<file path="config.mk">
export PLATFORM = sky130hd
export DESIGN_NAME = servo_angle_uart_rx
export DESIGN_NICKNAME = d
export VERILOG_FILES = /design/src/rtl/servo_angle_uart_rx_pkg.sv /design/src/rtl/uart_rx_byte.sv /design/src/rtl/servo_angle_uart_rx.sv
export SDC_FILE = /design/constraint.sdc
export NUM_CORES = 1
export LEC_CHECK = 0
export ABC_AREA = 1
export BUFFER_PORTS_ARGS = -buffer_cell sky130_fd_sc_hd__buf_2
export CAP_MARGIN = 20
export CORE_MARGIN = 5
export CORE_UTILIZATION = 35
export DETAILED_ROUTE_END_ITERATION = 12
export GPL_ROUTABILITY_DRIVEN = 0
export HOLD_SLACK_MARGIN = 0.06
export SETUP_SLACK_MARGIN = 0.4
export SYNTH_ARGS = -nofsm -noshare
export SYNTH_HDL_FRONTEND = slang
export SYNTH_HIERARCHICAL = 1
export SYNTH_SLANG_ARGS = --single-unit
</file>
<file path="constraint.sdc">
create_clock -name Clk_i -period 4.75 [get_ports Clk_i]
set_input_delay 0.7125 -clock Clk_i [delete_from_list [all_inputs] [get_ports Clk_i]]
set_output_delay 0.7125 -clock Clk_i [all_outputs]
set_load 0.02 [all_outputs]
</file>
<file path="src/rtl/servo_angle_uart_rx_pkg.sv">
// Shared definitions for the servo angle UART receiver: FSM encoding, ASCII
// command bytes, angle select codes and the byte-level receive result.
package servo_angle_uart_rx_pkg;

  localparam logic [2:0] ST_IDLE      = 3'd0;
  localparam logic [2:0] ST_START     = 3'd1;
  localparam logic [2:0] ST_DATA      = 3'd2;
  localparam logic [2:0] ST_PARITY    = 3'd3;
  localparam logic [2:0] ST_STOP      = 3'd4;
  localparam logic [2:0] ST_WAIT_HIGH = 3'd5;

  localparam logic [7:0] CMD_0   = 8'h30;
  localparam logic [7:0] CMD_90  = 8'h31;
  localparam logic [7:0] CMD_180 = 8'h32;

  localparam logic [1:0] SEL_0   = 2'b00;
  localparam logic [1:0] SEL_90  = 2'b01;
  localparam logic [1:0] SEL_180 = 2'b10;

  // done is a one-cycle strobe on the stop-bit sample; the error flags
  // qualify that same cycle.
  typedef struct packed {
    logic       done;
    logic       frame_err;
    logic       par_err;
    logic [7:0] data;
  } rx_byte_t;

  // {hit, sel}: hit clear for any byte that is not a known command.
  function automatic logic [2:0] cmd_lookup(input logic [7:0] b);
    case (b)
      CMD_0:   return {1'b1, SEL_0};
      CMD_90:  return {1'b1, SEL_90};
      CMD_180: return {1'b1, SEL_180};
      default: return 3'b000;
    endcase
  endfunction

endpackage

</file>
<file path="src/rtl/uart_rx_byte.sv">
// Byte-level UART receiver: 2-FF synchronizer, framing FSM and LSB-first
// shift register. SERVO_ANGLE_RX_PARITY_EN selects 8E1 instead of 8N1.
module uart_rx_byte
  import servo_angle_uart_rx_pkg::*;
#(
  parameter int unsigned clks_per_bit_p = 5208
) (
  input  logic     clk_i,
  input  logic     rst_ni,
  input  logic     rx_i,
  output rx_byte_t rx_o
);

  localparam int unsigned TW = $clog2(clks_per_bit_p);
  localparam logic [TW-1:0] HALF = TW'((clks_per_bit_p - 1) / 2);
  localparam logic [TW-1:0] LAST = TW'(clks_per_bit_p - 1);

  logic [1:0]    sync_q;
  logic          rx_s;
  logic [2:0]    state_q, state_d;
  logic [TW-1:0] tmr_q, tmr_d;
  logic [2:0]    idx_q, idx_d;
  logic [7:0]    shift_q, shift_d;
`ifdef SERVO_ANGLE_RX_PARITY_EN
  logic          par_q, par_d;
`endif

  assign rx_s = sync_q[1];

  always_ff @(posedge clk_i or negedge rst_ni) begin
    if (!rst_ni) begin
      sync_q  <= 2'b11;
      state_q <= ST_IDLE;
      tmr_q   <= '0;
      idx_q   <= '0;
      shift_q <= '0;
`ifdef SERVO_ANGLE_RX_PARITY_EN
      par_q   <= 1'b0;
`endif
    end else begin
      sync_q  <= {sync_q[0], rx_i};
      state_q <= state_d;
      tmr_q   <= tmr_d;
      idx_q   <= idx_d;
      shift_q <= shift_d;
`ifdef SERVO_ANGLE_RX_PARITY_EN
      par_q   <= par_d;
`endif
    end
  end

  always_comb begin
    state_d = state_q;
    tmr_d   = tmr_q;
    idx_d   = idx_q;
    shift_d = shift_q;
`ifdef SERVO_ANGLE_RX_PARITY_EN
    par_d   = par_q;
`endif
    rx_o           = '0;
    rx_o.data      = shift_q;
    case (state_q)
      ST_IDLE: if (!rx_s) begin
        tmr_d   = '0;
        state_d = ST_START;
      end
      // A start bit that is high again at mid-bit is a glitch, not a frame.
      ST_START: if (tmr_q == HALF) begin
        tmr_d   = '0;
        idx_d   = '0;
        state_d = rx_s ? ST_IDLE : ST_DATA;
      end else begin
        tmr_d = tmr_q + 1'b1;
      end
      ST_DATA: if (tmr_q == LAST) begin
        tmr_d   = '0;
        shift_d = {rx_s, shift_q[7:1]};
        idx_d   = idx_q + 3'd1;
        if (idx_q == 3'd7) begin
`ifdef SERVO_ANGLE_RX_PARITY_EN
          state_d = ST_PARITY;
`else
          state_d = ST_STOP;
`endif
        end
      end else begin
        tmr_d = tmr_q + 1'b1;
      end
`ifdef SERVO_ANGLE_RX_PARITY_EN
      ST_PARITY: if (tmr_q == LAST) begin
        tmr_d   = '0;
        par_d   = rx_s;
        state_d = ST_STOP;
      end else begin
        tmr_d = tmr_q + 1'b1;
      end
`endif
      // Leaving at mid-stop-bit lets a back-to-back start bit be caught.
      ST_STOP: if (tmr_q == LAST) begin
        tmr_d          = '0;
        rx_o.done      = 1'b1;
        rx_o.frame_err = !rx_s;
`ifdef SERVO_ANGLE_RX_PARITY_EN
        rx_o.par_err   = ^{shift_q, par_q};
`endif
        state_d        = rx_s ? ST_IDLE : ST_WAIT_HIGH;
      end else begin
        tmr_d = tmr_q + 1'b1;
      end
      ST_WAIT_HIGH: if (rx_s) state_d = ST_IDLE;
      default: state_d = ST_IDLE;
    endcase
  end

endmodule

</file>
<file path="src/rtl/servo_angle_uart_rx.sv">
// Serial-terminal angle select: decodes '0'/'1'/'2' into the servo select code
// and holds it. SERVO_ANGLE_RX_PARITY_EN enables 8E1 framing in uart_rx_byte.
module servo_angle_uart_rx
  import servo_angle_uart_rx_pkg::*;
#(
  parameter int unsigned clks_per_bit_p   = 5208,
  parameter int unsigned mux_sel_length_p = 2
) (
  input  logic                        Clk_i,
  input  logic                        Reset_i,
  input  logic                        Rx_i,
  output logic [mux_sel_length_p-1:0] Sel_o,
  output logic                        Valid_o,
  output logic                        Error_o
);

  rx_byte_t                    rx;
  logic [2:0]                  lookup;
  logic                        accept, reject;
  logic [mux_sel_length_p-1:0] sel_q, sel_d;
  logic                        valid_q, error_q;

  uart_rx_byte #(.clks_per_bit_p(clks_per_bit_p)) u_rx (
    .clk_i  (Clk_i),
    .rst_ni (Reset_i),
    .rx_i   (Rx_i),
    .rx_o   (rx)
  );

  // Registering on the stop-sample edge keeps Valid/Error/Sel aligned to it.
  assign lookup = cmd_lookup(rx.data);
  assign accept = rx.done && !rx.frame_err && !rx.par_err && lookup[2];
  assign reject = rx.done && !accept;
  assign sel_d  = accept ? mux_sel_length_p'(lookup[1:0]) : sel_q;

  always_ff @(posedge Clk_i or negedge Reset_i) begin
    if (!Reset_i) begin
      sel_q   <= '0;
      valid_q <= 1'b0;
      error_q <= 1'b0;
    end else begin
      sel_q   <= sel_d;
      valid_q <= accept;
      error_q <= reject;
    end
  end

  assign Sel_o   = sel_q;
  assign Valid_o = valid_q;
  assign Error_o = error_q;

endmodule

</file>
==> run summary <==
Status - complete, no violations
Vias per inst - 4.795
Critical path endpoint category - flop
Half-perimeter wire length after placement - 3215 um
Crit start category - flop
Vias in the first global route - 1,828
Via count - 1,798
Max_cap viols - 0
Ys Warns - 6
Tcrit/Tclk final - 45.94%
Req. time, crit path - 4.98 ns
Most frequent cells in the layout - nand2_1, nor2_1, dfrtp_1
Reg area - 828.3 um^2
Seq cells post-synth - 33
Die Area - 7571 um^2
Synth Area in Compound Gates - 5.124%
Post-place setup slack - 2.588 ns
Top_reg_cell synth - dfrtp_1
Clock sink total - 33
Final hold viol count - 0
Port Buffer Count - 6
RSZ-0062 raised after global routing - false
Clk_skew - 0.008798 ns
CP most frequent cell - nand2_1
Num CTS Buffers - 5
Final min period - 2.182 ns
Initial antenna violation count - 0
Post-synth ARST share - 100.0%
Post-Route Utilization - 38.22%
Leading cell type in the layout, fill and taps excluded - nand2_1
Yosys cell types - 27
Mapped cell area - 2076 um^2
Critical path peak fanout - 12
First-pass GRT wire length - 8086 um
Design Area, Final - 2236 um^2
Clk buf depth - 2
CTS tree - yes
Layout cells sized above 1 - 14.33%
# fillers - 607
CP Cell Sequence - ha_1 -> nand2_1 -> nor2_1 -> nand3_1 -> nor2_1 -> nand2_1 -> nand2_1
Hold buffer count at CTS - 0
Pwr dens - 223.8 nW/um^2
First-pass DRT Iterations - 5
Final Slew Violations - 0
CP Buf/Inv Count - 0
Post-CTS resize count - 0
Total routed wirelength - 4399 um
Simple-Gate Fraction of Synth Area - 41.17%
Tot GR Track Use - 13.21%
Die X - 87.01 um
Cell Rows - 28
Maximum vdd drop - 131.6 uV
Syn Nets - 301
First DRT Iteration DRCs - 90
Fin nets - 305
Setup CP Type - reg -> reg
Die Ht - 87.01 um
Core ar. - 5851 um^2
Drc violations - 0
CP delay by family, top - simple AND/OR/NAND/NOR gates
Syn Inst Count - 295
P_leak - 1.117 nW
DP Area - 2150 um^2
Hold Path Class - reg -> reg
Wirelength per Cell - 11.73 um
Arrival time at the worst endpoint - 2.41 ns
Worst slew margin relative to its limit - 50.96%
Multi-input gate area - 1055 um^2
IO Count - 7
Peak per-stage delay on the critical path - 0.61 ns
Multiplexer share of the synthesized area - 0%
Avg Cell Area, Syn - 7.036 um^2
Post-Synth XOR/XNOR Area - 2.532%
Final setup TNS - 0 ns
Final Setup Violations - 0
Sequential area share after synthesis - 39.90%
H-tree Lvls - 2
CTS root buf - clkbuf_8
Postcts setup bufs - 0
Fin Hold WS - 0.3565 ns
Area growth, synth to finish - 7.715%
Gr ovfl total - 0
PnR worst setup slack - 2.568 ns
Worst-path clk slew - 0.08 ns
Antenna Cells - 0
Highest Clock Rate - 458.2 MHz
Clk_lat worst skew - 0.28 ns
Post-synth EDFFs - 0
Post-route ant nets - 0
Initial Util - 35.48%
CP max stage cell - nor2_1
Adder-Cell Fraction of Synth Area - 1.808%
Largest net degree at the start of global routing - 34
Largest family of logic cells by synthesized area - simple AND/OR/NAND/NOR gates
Worst-Margin Slew - 0.7356 ns
## where the power goes
group / total (W) / switching, W / internal, W / leakage (nW)
clock: 0.000210 / 0.000109 / 0.000101 / 0.0439
sequential: 0.000283 / 0.000000855 / 0.000282 / 0.434
combinational: 0.00000695 / 0.00000616 / 0.000000790 / 0.639
total: 0.000500 / 0.000116 / 0.000384 / 1.12
## synth_stat cells, types with 2 or more instances
master / n / area, um^2
buf_2: 7 / 35.03
buf_4: 2 / 15.01
dfrtp_1: 31 / 775.7
dfstp_2: 2 / 52.55
ha_1: 3 / 37.54
inv_1: 27 / 101.4
inv_2: 11 / 41.29
nand2_1: 94 / 352.8
nand2_2: 5 / 31.28
nand3_1: 29 / 145.1
nand4_1: 10 / 62.56
nor2_1: 38 / 142.6
nor2_2: 2 / 12.51
nor2_4: 3 / 33.78
nor3_1: 2 / 10.01
o211ai_1: 2 / 15.01
o21ai_0: 12 / 60.06
xor2_1: 6 / 52.55
## layout make-up
type | instances | share of cell area, %
well taps | 75 | 4.197
multi-input cells | 215 | 47.17
clock buffers | 5 | 3.078
clock inverters | 3 | 0.7834
flip-flops and latches | 33 | 37.05
repair buffers | 6 | 1.343
inverters | 38 | 6.379
## metrics by stage
stage | total power, W | std cells
after CTS | 0.0005105 | 375
after global routing | 0.0005211 | 375
after detailed placement | 0.0002965 | 367
final | 0.0005004 | 375
after floorplan | 0.0002899 | 295
after global placement | 0.0002965 | 367
## final timing paths
check	start	end	slack, ns	cells after the start
setup / recovery	u_rx/tmr_q[0]	u_rx/shift_q[3]	2.57	7
hold / removal	u_rx/sync_q[0]	u_rx/sync_q[1]	0.36	0
setup reg to reg	u_rx/tmr_q[0]	u_rx/shift_q[3]	2.57	7
hold reg to reg	u_rx/sync_q[0]	u_rx/sync_q[1]	0.36	0
max in group asynchronous	Reset_i	u_rx/tmr_q[1]	3.79	1
min in group asynchronous	Reset_i	u_rx/shift_q[0]	0.48	1
## cells by family after synthesis
| family | count (synthesis) |
|---|---|
| AOI/OAI and AO/OA | 18 |
| xor gates and xnor gates | 6 |
| adders and majority gates | 3 |
| buffers and inverters | 47 |
| DFF | 33 |
| other | 1 |
| and+or+nand+nor | 187 |
## state kept, by name, summed over array words and instances (netlist names)
signal,cells
u_rx/tmr_q,13
u_rx/idx_q,3
u_rx/shift_q,8
Sel_o,2
Valid_o,1
Error_o,1
u_rx/sync_q,2
u_rx/state_q,3
## layer usage
metal	GRT usage (%)	part of all wire (%)	up-vias
li1	-	-	926
met1	17.26	48	844
met2	22.08	48	26
met3	2.271	3.0	2
met4	4.249	0.89	0
met5	0	0	-
(Power assumes the default switching activity.)
